===== src/rtl/rv_regfile_pkg.sv =====
// Shared types and constants for the register-file access controller.
package rv_regfile_pkg;

   typedef enum logic [1:0] {
      EMPTY = 2'd0,
      FRESH = 2'd1,
      HELD  = 2'd2
   } state_e;

   typedef enum logic [1:0] {
      SRC_MEM  = 2'd0,
      SRC_BYP  = 2'd1,
      SRC_ZERO = 2'd2
   } src_e;

   localparam int unsigned RV_X0 = 0;

   // Index width that stays at least one bit for a single-entry file.
   function automatic int unsigned safe_clog2(input int unsigned n);
      return (n > 1) ? $clog2(n) : 1;
   endfunction

endpackage


===== src/rtl/rv_regfile_access_ctrl_rd_slot.sv =====
// One read port: source select, bypass capture, stall hold and writeback forwarding.
module rv_regfile_rd_slot
   import rv_regfile_pkg::*;
#(
   parameter int unsigned width_p      = 32,
   parameter int unsigned addr_width_p = 5
) (
   input  logic                    clk_i,
   input  logic                    reset_i,
   input  state_e                  state_i,
   input  logic                    acc_i,
   input  logic                    consume_i,
   input  logic [addr_width_p-1:0] addr_i,
   input  logic                    w_v_i,
   input  logic [addr_width_p-1:0] w_addr_i,
   input  logic [width_p-1:0]      w_data_i,
   input  logic [width_p-1:0]      mem_data_i,
   output logic                    mem_v_o,
   output logic [addr_width_p-1:0] mem_addr_o,
   output logic [width_p-1:0]      data_o
);

   src_e                    src_sel;
   src_e                    src_q;
   logic [addr_width_p-1:0] addr_q;
   logic [width_p-1:0]      byp_q;
   logic [width_p-1:0]      hold_q;
   logic [width_p-1:0]      fresh_val;
   logic                    fwd;

   // x0 wins over a collision; a colliding write is taken from the writeback bus.
   always_comb begin
      src_sel = SRC_MEM;
      if (addr_i == addr_width_p'(RV_X0)) begin
         src_sel = SRC_ZERO;
      end else if (w_v_i && (addr_i == w_addr_i)) begin
         src_sel = SRC_BYP;
      end
   end

   assign mem_v_o    = acc_i & (src_sel == SRC_MEM);
   assign mem_addr_o = addr_i;

   always_ff @(posedge clk_i or posedge reset_i) begin
      if (reset_i) begin
         src_q  <= SRC_ZERO;
         addr_q <= '0;
         byp_q  <= '0;
         hold_q <= '0;
      end else begin
         if (acc_i) begin
            src_q  <= src_sel;
            addr_q <= addr_i;
            if (src_sel == SRC_BYP) begin
               byp_q <= w_data_i;
            end
         end
         if ((state_i != EMPTY) && !consume_i) begin
            hold_q <= data_o;
         end
      end
   end

   assign fwd = w_v_i & (addr_q != addr_width_p'(RV_X0)) & (w_addr_i == addr_q);

   always_comb begin
      fresh_val = '0;
      case (src_q)
         SRC_MEM:  fresh_val = mem_data_i;
         SRC_BYP:  fresh_val = byp_q;
         default:  fresh_val = '0;
      endcase
   end

   // A writeback landing while the operand is presented overrides the captured value.
   always_comb begin
      data_o = hold_q;
      if (state_i == FRESH) begin
         data_o = fresh_val;
      end
      if ((state_i != EMPTY) && fwd) begin
         data_o = w_data_i;
      end
   end

endmodule


===== src/rtl/rv_regfile_access_ctrl.sv =====
// Requester-side controller for a 2r1w synchronous register-file RAM.
module rv_regfile_access_ctrl
   import rv_regfile_pkg::*;
#(
   parameter int unsigned width_p       = 32,
   parameter int unsigned els_p         = 32,
   parameter int unsigned addr_width_lp = safe_clog2(els_p)
) (
   input  logic                     clk_i,
   input  logic                     reset_i,
   input  logic                     v_i,
   output logic                     ready_o,
   input  logic [addr_width_lp-1:0] rs1_addr_i,
   input  logic [addr_width_lp-1:0] rs2_addr_i,
   input  logic                     wb_v_i,
   input  logic [addr_width_lp-1:0] wb_addr_i,
   input  logic [width_p-1:0]       wb_data_i,
   output logic                     v_o,
   input  logic                     ready_i,
   output logic [width_p-1:0]       rs1_data_o,
   output logic [width_p-1:0]       rs2_data_o,
   output logic                     mem_w_v_o,
   output logic [addr_width_lp-1:0] mem_w_addr_o,
   output logic [width_p-1:0]       mem_w_data_o,
   output logic                     mem_r0_v_o,
   output logic [addr_width_lp-1:0] mem_r0_addr_o,
   input  logic [width_p-1:0]       mem_r0_data_i,
   output logic                     mem_r1_v_o,
   output logic [addr_width_lp-1:0] mem_r1_addr_o,
   input  logic [width_p-1:0]       mem_r1_data_i
);

   state_e state_q;
   logic   consume;
   logic   acc;

   assign v_o     = (state_q != EMPTY);
   assign consume = v_o & ready_i;
   assign ready_o = ~reset_i & ((state_q == EMPTY) | consume);
   assign acc     = v_i & ready_o;

   always_ff @(posedge clk_i or posedge reset_i) begin
      if (reset_i) begin
         state_q <= EMPTY;
      end else begin
         case (state_q)
            EMPTY: if (acc) state_q <= FRESH;
            FRESH,
            HELD: begin
               if (consume) state_q <= acc ? FRESH : EMPTY;
               else         state_q <= HELD;
            end
            default: state_q <= EMPTY;
         endcase
      end
   end

   // Writes to x0 never reach the RAM.
   assign mem_w_v_o    = wb_v_i & (wb_addr_i != addr_width_lp'(RV_X0));
   assign mem_w_addr_o = wb_addr_i;
   assign mem_w_data_o = wb_data_i;

   rv_regfile_rd_slot #(
      .width_p      (width_p),
      .addr_width_p (addr_width_lp)
   ) u_slot_rs1 (
      .clk_i      (clk_i),
      .reset_i    (reset_i),
      .state_i    (state_q),
      .acc_i      (acc),
      .consume_i  (consume),
      .addr_i     (rs1_addr_i),
      .w_v_i      (mem_w_v_o),
      .w_addr_i   (wb_addr_i),
      .w_data_i   (wb_data_i),
      .mem_data_i (mem_r0_data_i),
      .mem_v_o    (mem_r0_v_o),
      .mem_addr_o (mem_r0_addr_o),
      .data_o     (rs1_data_o)
   );

   rv_regfile_rd_slot #(
      .width_p      (width_p),
      .addr_width_p (addr_width_lp)
   ) u_slot_rs2 (
      .clk_i      (clk_i),
      .reset_i    (reset_i),
      .state_i    (state_q),
      .acc_i      (acc),
      .consume_i  (consume),
      .addr_i     (rs2_addr_i),
      .w_v_i      (mem_w_v_o),
      .w_addr_i   (wb_addr_i),
      .w_data_i   (wb_data_i),
      .mem_data_i (mem_r1_data_i),
      .mem_v_o    (mem_r1_v_o),
      .mem_addr_o (mem_r1_addr_o),
      .data_o     (rs2_data_o)
   );

endmodule


===== config.mk =====
export PLATFORM = sky130hd
export DESIGN_NAME = rv_regfile_access_ctrl
export DESIGN_NICKNAME = d
export VERILOG_FILES = /design/src/rtl/rv_regfile_pkg.sv /design/src/rtl/rv_regfile_access_ctrl_rd_slot.sv /design/src/rtl/rv_regfile_access_ctrl.sv
export SDC_FILE = /design/constraint.sdc
export NUM_CORES = 1
export LEC_CHECK = 0
export BUFFER_PORTS_ARGS = -buffer_cell sky130_fd_sc_hd__buf_2
export CAP_MARGIN = 10
export CORE_ASPECT_RATIO = 0.9
export CORE_UTILIZATION = 50
export CTS_CLUSTER_SIZE = 28
export DETAILED_ROUTE_END_ITERATION = 7
export PLACE_DENSITY = 0.88
export SLEW_MARGIN = 20
export SYNTH_ARGS = -nofsm -noshare
export SYNTH_HDL_FRONTEND = slang
export SYNTH_SLANG_ARGS = --single-unit
export TNS_END_PERCENT = 5

===== constraint.sdc =====
create_clock -name clk_i -period 12.24 [get_ports clk_i]
set_input_delay 1.224 -clock clk_i [delete_from_list [all_inputs] [get_ports clk_i]]
set_output_delay 1.224 -clock clk_i [all_outputs]
set_load 0.01 [all_outputs]

# Yosys cells after proc, flatten, opt, wreduce, memory -nomap -nowiden
# Index checks and enable logic that the tools add are counted.
op_classes:
  n_reduce_logical: 20
  eq_ne: 11
  n_mux: 14
  n_bitwise: 12
op_table:
  columns: ["op", "n"]
  rows:
  - ["two-way mux 32 bit", 4]
  - ["case mux 32 bit (2 select lines)", 2]
  - ["equality test 5 bit", 4]
  - ["nonzero test 5 bit", 3]
  - ["bitwise AND 1 bit", 10]
  - ["equality test 2 x 1 -> 1 bit (second input constant)", 5]
  - ["logical NOT 2 bit", 5]
  - ["logical NOT 5 bit", 2]
  - ["two-way mux 2 bit", 4]
  - ["logical AND 1 bit", 5]
  - ["case mux 2 bit (2 select lines)", 1]
  - ["AND reduction 2 bit", 2]
  - ["two-way mux 1 bit", 3]
  - ["equality test 2 bit (second input constant)", 1]
  - ["inequality test 2 bit (second input constant)", 1]
  - ["nonzero test 2 bit", 1]
  - ["OR reduction 2 bit", 1]
  - ["logical NOT 1 bit", 1]
  - ["inverter 1 bit", 1]
  - ["OR 1 bit", 1]
totals:
  inputBits: 116
  reg_bits: 144
  word_cells: 66

# Longest topological paths before layout
# Gate-level depths: netlist (run 1).
logic_depth:
  depth_word: 8
  ltp_mapped: 9
  ltp_nobuf: 7

# Modules after synthesis
# A second synthesis (run 1) with hierarchy kept.
unflattened:
  cells_unflattened: 890
  area_unflattened_um2: 9796.9
by_module_without_submodules:
  columns: ["module", "n_inst", "seq_area_each_um2", "cells_per_inst", "area_each_um2"]
  rows:
  - ["rv_regfile_rd_slot", 2, 1778.0, 415, 4664.5]
  - ["rv_regfile_access_ctrl", 1, 50.0, 60, 467.9]

# Worst setup path before layout (run 1)
# Ideal clock, no wire load.
synth_path:
  path_kind: "input to output"
  from: "input port reset_i"
  to: "output port mem_r0_v_o"
  stages: 4
  arrival_time_ns: 5.686
  n_path_buf: 1
  slack_ns: 5.330
  cell_sequence: "inv_1 -> nand3_1 -> clkbuf_1 -> nor3b_1"
synth_via:
  elab_chain_cells: 4
synth_rtl:
  columns: ["item", "line_no", "rtl"]
  rows:
  - ["start, declared", "rv_regfile_access_ctrl.sv:10", "input logic reset_i,"]
  - ["inverter 1 bit", "rv_regfile_access_ctrl.sv:39", "assign ready_o = ~reset_i & ((state_q == EMPTY) | consume);"]
  - ["bitwise AND 1 bit", "rv_regfile_access_ctrl.sv:39", null]
  - ["bitwise AND 1 bit", "rv_regfile_access_ctrl.sv:40", "assign acc = v_i & ready_o;"]
  - ["bitwise AND 1 bit", "rv_regfile_access_ctrl_rd_slot.sv:41", "assign mem_v_o = acc_i & (src_sel == SRC_MEM);"]
  - ["end, declared", "rv_regfile_access_ctrl.sv:25", "output logic mem_r0_v_o,"]
# Every way passes these cells.

# Worst setup path after layout (run 1)
layout_path:
  from: "input port wb_addr_i[1]"
  to: "output port rs1_data_o[16]"
layout_via:
  elab_chain_cells: 6
layout_rtl:
  columns: ["item", "line_no", "rtl"]
  rows:
  - ["start, declared", "rv_regfile_access_ctrl.sv:16", "input logic [addr_width_lp-1:0] wb_addr_i,"]
  - ["nonzero test 5 bit", "rv_regfile_access_ctrl.sv:59", "assign mem_w_v_o = wb_v_i & (wb_addr_i != addr_width_lp'(RV_X0));"]
  - ["bitwise AND 1 bit", "rv_regfile_access_ctrl.sv:59", null]
  - ["bitwise AND 1 bit", "rv_regfile_access_ctrl_rd_slot.sv:64", "assign fwd = w_v_i & (addr_q != addr_width_p'(RV_X0)) & (w_addr_i == addr_q);"]
  - ["bitwise AND 1 bit (*)", "rv_regfile_access_ctrl_rd_slot.sv:64", null]
  - ["logical AND 1 bit (*)", "rv_regfile_access_ctrl_rd_slot.sv:81", "if ((state_i != EMPTY) && fwd) begin"]
  - ["two-way mux 32 bit (*)", "rv_regfile_access_ctrl_rd_slot.sv:81", null]
  - ["end, declared", "rv_regfile_access_ctrl.sv:20", "output logic [width_p-1:0] rs1_data_o,"]
# Every way passes the cells marked *; elsewhere a longest branch is shown, timed or not.

==> flow_metrics.tcl, run 1 <==
set metrics [dict create \
    outcome "completed" \
    drive_gt1_frac 0.396 \
    final-seq-area_um2 3610 \
    num_vias 7911 \
    grt_max_degree 98 \
    clockRootBuffer "clkbuf_16" \
    num_io_pins 232 \
    drv_cap 0 \
    dr.pass1.iters 5 \
    numCtsBuffers 17 \
    place_congestion 0.826 \
    grt_pass1_vias 7356 \
    path_class "primary input to output port" \
    synth_cells 941 \
    insertion_delay_ps 420 \
    ys_types 33 \
    tns_ps 0 \
    period_share 0.382 \
    total_power_mw 2.31 \
    skew_ps 9.13 \
    hp-class "register to register" \
    numClockSinks 144 \
    grt_pass1_wl_um 39000 \
    synth.ff_latch_count 144 \
    drtAntennaViolNets 0 \
    power_density_nw_per_um2 217 \
    vias_per_cell 5.99 \
    start_kind "primary input" \
    clk_path_buf_depth 2 \
    worstPathRequired_ps 11020 \
    drc 0 \
    critPathArrivalTime_ps 3450 \
    grt_use_met2 0.429 \
    grt_overflow 0 \
    cp_max_fo 75 \
    synth_warnings 0 \
    fillers 1449 \
    cts_tree "yes" \
    fin_crit_ps 4680 \
    finalWirelength_um 25300 \
    drt-wirelength-per-cell_um 19.1 \
    finalHoldViolations 0 \
    antenna_found_initial 0 \
    p_leak_nw 4.70 \
    track_usage 0.262 \
    use_met3 0.0497 \
    hpwlAfterDp_um 16200 \
    synth.cell_area_um2 9200 \
    syn_to_final_growth_pct 15.7 \
    n_antenna_cell 0 \
    peakVddDrop_mv 0.131 \
    crit_path_end_kind "output port" \
    setup_viol 0 \
    yosysSeqAreaShare 0.392 \
    multiInputGateArea_um2 4820 \
    layout_common_cells "buf_2, dfrtp_1, nor2_1" \
    fp.dieW_um 145 \
    syn_avg_cell_area_um2 9.77 \
    ctsResizeCount 0 \
    use_met1 0.351 \
    cts_htree_levels 4 \
    start_util 0.517 \
    grt.busiest_layer "met2" \
    drt-initial-drc-count 599 \
    rsz0062_at_grt "no" \
    nNetsFinal 1187 \
    slew_viol_final 0 \
    tightest_slew_ps 1160 \
    rows 46 \
    final_common_cell "buf_2" \
    die_area_um2 18900 \
    cts_setup_buffers 0 \
    core_area_um2 17800 \
    syn-num-nets 1060 \
    maxSlewHeadroom 0.227 \
    fmax_ghz 0.214 \
    clk_pin_slew_worst_paths_ps 70 \
    portBuffers 231 \
    die_y_um 131 \
    hold_buffers 0 \
]
-- synthesized netlist by cell type, drive strengths merged --
| library cell | number | area, um^2 |
|---|---|---|
| xnor2 | 12 | 105 |
| nor4 | 1 | 12.5 |
| a2bb2oi | 64 | 936 |
| clkbuf | 57 | 214 |
| or4 | 4 | 30.0 |
| nor2 | 136 | 510 |
| a21oi | 135 | 698 |
| mux2 | 76 | 856 |
| nand2b | 1 | 6.26 |
| nand4 | 4 | 25.0 |
| buf | 80 | 577 |
| or3 | 2 | 12.5 |
| a21o | 2 | 15.0 |
| o31ai | 2 | 25.0 |
| dfstp | 2 | 52.6 |
| xor2 | 6 | 52.6 |
| ha | 3 | 37.5 |
| nor3 | 68 | 350 |
| or2 | 1 | 6.26 |
| mux2i | 64 | 641 |
| a211o | 1 | 8.76 |
| o22ai | 66 | 413 |
| and2 | 2 | 12.5 |
| nand3 | 1 | 5.00 |
| inv | 7 | 26.3 |
| dfrtp | 142 | 3550 |
| nor3b | 2 | 15.0 |
-- logic make-up (layout without fill, tap and decap cells) --
family,after synthesis,in the layout,share of synthesized area
AOI/OAI and AO/OA,270,270,0.228
and+or+nand+nor,222,222,0.107
DFF,144,144,0.392
buffers and inverters,144,283,0.0888
muxes,140,140,0.163
xor gates and xnor gates,18,18,0.0171
adders and majority gates,3,3,0.00408
-- routing by layer --
metal	share of wire	up-vias
li1	-	3628
met1	0.44	3847
met2	0.48	399
met3	0.068	37
met4	0.017	0
met5	0	-
-- metrics by stage --
stage          hold WS [ps]  worst slack (ps)  instances  instance area [um^2]   util
2_1_floorplan           480              5330        941                  9200      -
3_3_place_gp            487              7670       1289                 10000  0.564
3_5_place_dp            495              7610       1289                 10000  0.564
4_1_cts                 508              7600       1320                 10600  0.598
5_1_grt                 514              7390       1320                 10600  0.598
6_report                507              7560       1320                 10600  0.598
-- report_power, final --
group          switching [mW]  total (mW)  internal [mW]  leakage (nW)
registers               0.113       0.739          0.625          1.79
clock network           0.204       0.553          0.349         0.298
logic                   0.536        1.02          0.484          2.62
total                   0.853        2.31           1.46          4.70
-- layout make-up --
type	instances	share of cell area
tap	240	0.0282
timing repair buffer	245	0.118
clock inverter	11	0.0153
clock buffer	20	0.0429
inverter	7	0.00317
sequential	144	0.339
multi-input combinational	653	0.453
-- state kept, by name, indices dropped and copies added, names as in the netlist --
signal             flops
u_slot_rs2.hold_q     32
u_slot_rs1.byp_q      32
u_slot_rs2.byp_q      32
state_q                2
u_slot_rs1.addr_q      5
u_slot_rs1.hold_q     32
u_slot_rs1.src_q       2
u_slot_rs2.src_q       2
u_slot_rs2.addr_q      5
-- path summary, 6_finish.rpt --
check	start	to	slack [ps]	depth (start not counted)
hold / removal	u_slot_rs2.byp_q[4]	u_slot_rs2.byp_q[4]	510	1
hold reg to reg	u_slot_rs2.byp_q[4]	u_slot_rs2.byp_q[4]	510	1
min in group asynchronous	reset_i	u_slot_rs1.byp_q[12]	920	2
setup / recovery	wb_addr_i[1]	rs1_data_o[16]	7560	8
max in group asynchronous	reset_i	u_slot_rs2.byp_q[29]	9920	3
setup reg to reg	state_q[0]	u_slot_rs2.hold_q[7]	8990	7
-- critical path, stage by stage --
cell and delay (ps):
buf_2 150, nor4_2 320, a211o_1 310, or3_4 340
buf_4 700, nor2_1 80, a21oi_1 150, buf_2 150
Power figures use the tool's default switching activity.
==> run 2: changes to the inputs <==
Clock period 12.24 ns to 4.75 ns, I/O delays scaled along.
==> flow_metrics.tcl, run 2 (same netlist as run 1, synthesis figures left out) <==
set metrics [dict create \
    num_vias 7843 \
    slew_viol_final 0 \
    cts_setup_buffers 0 \
    r2r_cells 7 \
    final_cells 1323 \
    finalHoldViolations 0 \
    antenna_found_initial 0 \
    final_common_cell "buf_2" \
    vias_per_cell 5.93 \
    p_leak_nw 4.70 \
    fin_util 0.598 \
    hp-class "primary input to register" \
    numClockSinks 144 \
    syn_to_final_growth_pct 15.6 \
    dr.pass1.iters 5 \
    cts_htree_levels 4 \
    start_kind "register" \
    slowest_delay_ps 590 \
    rsz0062_at_grt "no" \
    hold_depth 2 \
    fillers 1476 \
    layout_common_cells "buf_2, dfrtp_1, nor2_1" \
    clk_path_buf_depth 2 \
    start_util 0.517 \
    die_area_um2 18900 \
    regToRegEndpoint "u_slot_rs1.hold_q[9]" \
    place_inst 1291 \
    cp_top_family "simple AND/OR/NAND/NOR gates" \
    core_area_um2 17800 \
    drv_cap 0 \
    finalWirelength_um 24300 \
    period_share 0.770 \
    cts_tree "yes" \
    setup_viol 0 \
    ff2ff_setup_slack_ps 1610 \
    holdWs_ps 340 \
    critPathArrivalTime_ps 3180 \
    crit_buf_inv 2 \
    n_antenna_cell 0 \
    min_to "u_slot_rs1.addr_q[1]" \
    hpwlAfterDp_um 16100 \
    worstHoldStart "rs1_addr_i[1]" \
    fin_crit_ps 3660 \
    ctsResizeCount 0 \
    drt-wirelength-per-cell_um 18.4 \
    path_class "register to output port" \
    cpMostUsedCell "a21oi_1" \
    die_y_um 131 \
    fp.dieW_um 145 \
    cp_max_fo 56 \
    drc 0 \
    outcome "completed" \
    insertion_delay_ps 420 \
    clk_pin_slew_worst_paths_ps 60 \
    rows 46 \
    power_density_nw_per_um2 551 \
    portBuffers 231 \
    grt_pass1_vias 7445 \
    grt_max_degree 99 \
    crit_path_end_kind "output port" \
    place_congestion 0.797 \
    track_usage 0.256 \
    clockRootBuffer "clkbuf_16" \
    peakVddDrop_mv 0.293 \
    num_io_pins 232 \
    tns_ps 0 \
    grt_pass1_wl_um 38500 \
    worstPathRequired_ps 4280 \
    drive_gt1_frac 0.398 \
    worstReg2RegStart "state_q[0]" \
    fmax_ghz 0.273 \
    worst_path_max_delay_cell "or3_4" \
    hold_buffers 0 \
    numCtsBuffers 17 \
    nNetsFinal 1189 \
    crit_chain "or4_1 -> a21oi_1 -> or3_4 -> buf_4 -> nor2_1 -> a21oi_1 -> buf_2" \
    drtAntennaViolNets 0 \
    tightest_slew_ps 1100 \
    maxSlewHeadroom 0.267 \
    skew_ps 7.91 \
    drt-initial-drc-count 565 \
    grt_overflow 0 \
]
-- run 2: cell types whose count changed in the layout (fill, tap and decap cells not counted), sizes merged --
cell,before,now
buf,245,247
bufinv,4,2
clkinv,4,6
inv,7,8
-- run 2: layout make-up --
cell class	instances	area, um^2	share of cell area
multi-input combinational	653	4820	0.453
sequential	144	3610	0.340
timing repair buffer	247	1280	0.120
clock buffer	20	457	0.0430
tap	240	300	0.0282
clock inverter	12	134	0.0126
inverter	7	32.5	0.00306
-- run 2: stage by stage --
step | power (mW) | setup slack, ps | cell area [um^2]
6_report | 5.86 | 1090 | 10600
5_1_grt | 6.19 | 892 | 10600
4_1_cts | 5.87 | 1120 | 10600
3_5_place_dp | 4.51 | 1530 | 10000
3_3_place_gp | 4.43 | 1590 | 10000
2_1_floorplan | 3.71 | 706 | 9200
-- run 2: worst reg2reg max path: cells and delay by family, from the launching register on --
family                   cells  cell delay [ps]
adder cells (fa/ha/maj)      1              270
buffers and inverters        2              490
flip-flops                   1              400
AO/OA/AOI/OAI                3             1230
AND/OR/NAND/NOR              1              670
-- run 2: power breakdown --
group / switching [mW] / internal [mW] / leakage [nW] / total (mW)
Sequential: 0.298 / 1.61 / 1.79 / 1.91
Clock: 0.545 / 0.805 / 0.287 / 1.35
Combinational: 1.35 / 1.25 / 2.62 / 2.60
Total: 2.20 / 3.67 / 4.70 / 5.86
-- run 2: routing by layer --
| layer | track usage | vias up | wire length (um) | part of all wire |
|---|---|---|---|---|
| met4 | 0.0995 | 0 | 486 | 0.020 |
| met2 | 0.426 | 316 | 11700 | 0.48 |
| met3 | 0.0399 | 37 | 1330 | 0.055 |
| met5 | 0 | - | 0 | 0 |
| met1 | 0.340 | 3846 | 10800 | 0.44 |
| li1 | - | 3644 | - | - |
-- run 2: worst max-delay path by stage --
stage	to	from	slack, ps	cells after the start
2_1_floorplan	mem_r0_v_o	reset_i	710	4
3_3_place_gp	u_slot_rs1.hold_q[23]	wb_addr_i[2]	1590	7
3_5_place_dp	rs1_data_o[26]	wb_addr_i[1]	1530	8
4_1_cts	rs1_data_o[26]	u_slot_rs1.addr_q[0]	1120	7
5_1_grt	rs1_data_o[26]	u_slot_rs1.addr_q[0]	890	7
6_report	rs1_data_o[26]	u_slot_rs1.addr_q[0]	1090	7
==> run 3: changes to the inputs <==
Settings changed: ABC_AREA from default to 1.
Clock period 4.75 ns to 3.6 ns, I/O delays scaled along.
==> flow_metrics.tcl, run 3 <==
set metrics [dict create \
    drtAntennaViolNets 0 \
    synth.ff_latch_count 144 \
    ctsResizeCount 0 \
    clk_path_buf_depth 2 \
    multiInputGateArea_um2 4450 \
    cp_max_fo 24 \
    grt_pass1_vias 8780 \
    synthFlopType "dfrtp_1" \
    insertion_delay_ps 430 \
    layout_common_cells "nand2_1, buf_2, nand3_1" \
    die_area_um2 18700 \
    hp-class "primary input to register" \
    final-seq-area_um2 3610 \
    sw_frac_of_total 0.412 \
    grt_overflow 0 \
    clockRootBuffer "clkbuf_16" \
    hpwlAfterDp_um 19400 \
    num_io_pins 232 \
    synth_top_area_share 0.392 \
    core_area_um2 17700 \
    drt-wirelength-per-cell_um 17.4 \
    synth_common_cells "nand2_1, nand3_1, dfrtp_1" \
    fmax_ghz 0.309 \
    synthTopCellsByArea "dfrtp_1, nand2_1, nand3_1, nand4_1, and2_1" \
    vias_per_cell 5.74 \
    power_density_nw_per_um2 722 \
    pwr-share-clk 0.232 \
    critPathArrivalTime_ps 2880 \
    start_util 0.512 \
    syn_avg_cell_area_um2 6.93 \
    synth_warnings 0 \
    crit_path_end_kind "output port" \
    maxSlewHeadroom 0.466 \
    rows 46 \
    drive_gt1_frac 0.208 \
    skew_ps 7.14 \
    fillers 1611 \
    start_kind "register" \
    ys_types 27 \
    layout_setup_ws_ps 362 \
    cts_htree_levels 4 \
    drv_cap 0 \
    hold_depth 3 \
    tightest_slew_ps 800 \
    worstPathRequired_ps 3240 \
    synth_edf_count 0 \
    hold_buffers 1 \
    yosysTopAreaCell "dfrtp_1" \
    cts_setup_buffers 0 \
    grt_pass1_wl_um 45700 \
    synthArstFlopShare 1.00 \
    drt-initial-drc-count 1284 \
    slew_viol_final 0 \
    antenna_found_initial 1 \
    num_vias 9736 \
    r2r_cells 9 \
    yosysSeqAreaShare 0.398 \
    period_share 0.900 \
    p_leak_nw 5.70 \
    synth_cells 1306 \
    clk_pin_slew_worst_paths_ps 60 \
    comb_power_share 0.459 \
    fin_crit_ps 3240 \
    rsz0062_at_grt "no" \
    nNetsFinal 1560 \
    path_class "register to output port" \
    track_usage 0.320 \
    internal_power_mw 4.47 \
    numClockSinks 144 \
    drc 0 \
    outcome "completed" \
    finalHoldViolations 0 \
    peakVddDrop_mv 0.362 \
    switchingPower_mw 3.13 \
    syn-num-nets 1425 \
    syn_to_final_growth_pct 16.2 \
    die_y_um 130 \
    cts_tree "yes" \
    dr.pass1.iters 6 \
    numCtsBuffers 17 \
    portBuffers 231 \
    dpl_worst_slack_ps 896 \
    fp.dieW_um 144 \
    synth.cell_area_um2 9050 \
    grt_max_degree 132 \
    place_congestion 0.896 \
    tns_ps 0 \
    setup_viol 0 \
    seq_power_share 0.308 \
    final_common_cell "nand2_1" \
    synth_most_common_cell "nand2_1" \
    finalWirelength_um 29500 \
]
## run 3: changes by cell type after synthesis, moves of 60 or more
cell       delta
a21oi_1     -129
a2bb2oi_2    -60
o22ai_1      -65
mux2_2       -76
o21ai_0      +78
nand3_1     +195
and2_1       +62
nand2_1     +505
nor2_1      -116
nand4_1      +63
mux2i_1      -64
nor3_1       -66
## run 3: metal layers
layer	global-route usage	wire [um]	vias up
met1	0.449	12100	4494
li1	-	-	4460
met2	0.461	12700	677
met4	0.135	1030	0
met3	0.0913	3640	105
met5	0	0	-
## run 3: cell type report
class | count | share of cell area
Multi-Input combinational cell | 960 | 0.423
Sequential cell | 144 | 0.343
Timing Repair Buffer | 251 | 0.127
Clock buffer | 25 | 0.0471
Tap cell | 240 | 0.0285
Inverter | 67 | 0.0243
Clock inverter | 6 | 0.00761
Antenna cell | 2 | 0.000476
## run 3: power groups by stage
stage	clock network (mW)	registers, mW	logic, mW
global route	1.83	2.39	3.87
detailed placement	0	2.35	3.42
finish	1.77	2.34	3.49
floorplan	0	2.28	2.34
global placement	0	2.33	3.33
CTS	1.77	2.33	3.45
## run 3: worst paths after layout
check | to | start | slack [ps]
min | u_slot_rs1.addr_q[0] | rs1_addr_i[0] | 190
max reg2reg | u_slot_rs2.byp_q[5] | state_q[1] | 800
max | rs1_data_o[24] | state_q[0] | 360
min in group asynchronous | state_q[1] | reset_i | 470
max in group asynchronous | u_slot_rs1.hold_q[26] | reset_i | 2090
min reg2reg | u_slot_rs1.hold_q[27] | u_slot_rs1.hold_q[27] | 470
## run 3: per-stage QoR
stage	hold slack [ps]	area, um^2	util	power [mW]	cells
2_1_floorplan	442	9060	-	4.62	1306
3_3_place_gp	365	9930	0.562	5.66	1661
3_5_place_dp	372	9930	0.562	5.77	1661
4_1_cts	188	10500	0.595	7.55	1693
5_1_grt	191	10500	0.595	8.09	1694
6_report	190	10500	0.596	7.60	1695
## run 3: worst max-delay path: stages, from the launching register on
cell	delay (ps)
dfrtp_1	410
inv_1	80
ha_1	290
a21oi_1	160
nand2_1	80
nor2_2	130
nand3_2	550
buf_4	420
nand2_1	80
and2_1	120
buf_2	120
## run 3: kinds of logic (layout without fill, tap and decap cells)
family	Yosys count	after routing	share of synthesized area
simple gates	864	864	0.429
buf+inv	202	349	0.114
flops	144	144	0.398
compound gates	87	87	0.0493
xor+xnor	6	6	0.00580
fa+ha+maj	3	3	0.00415
other cells	0	2	0
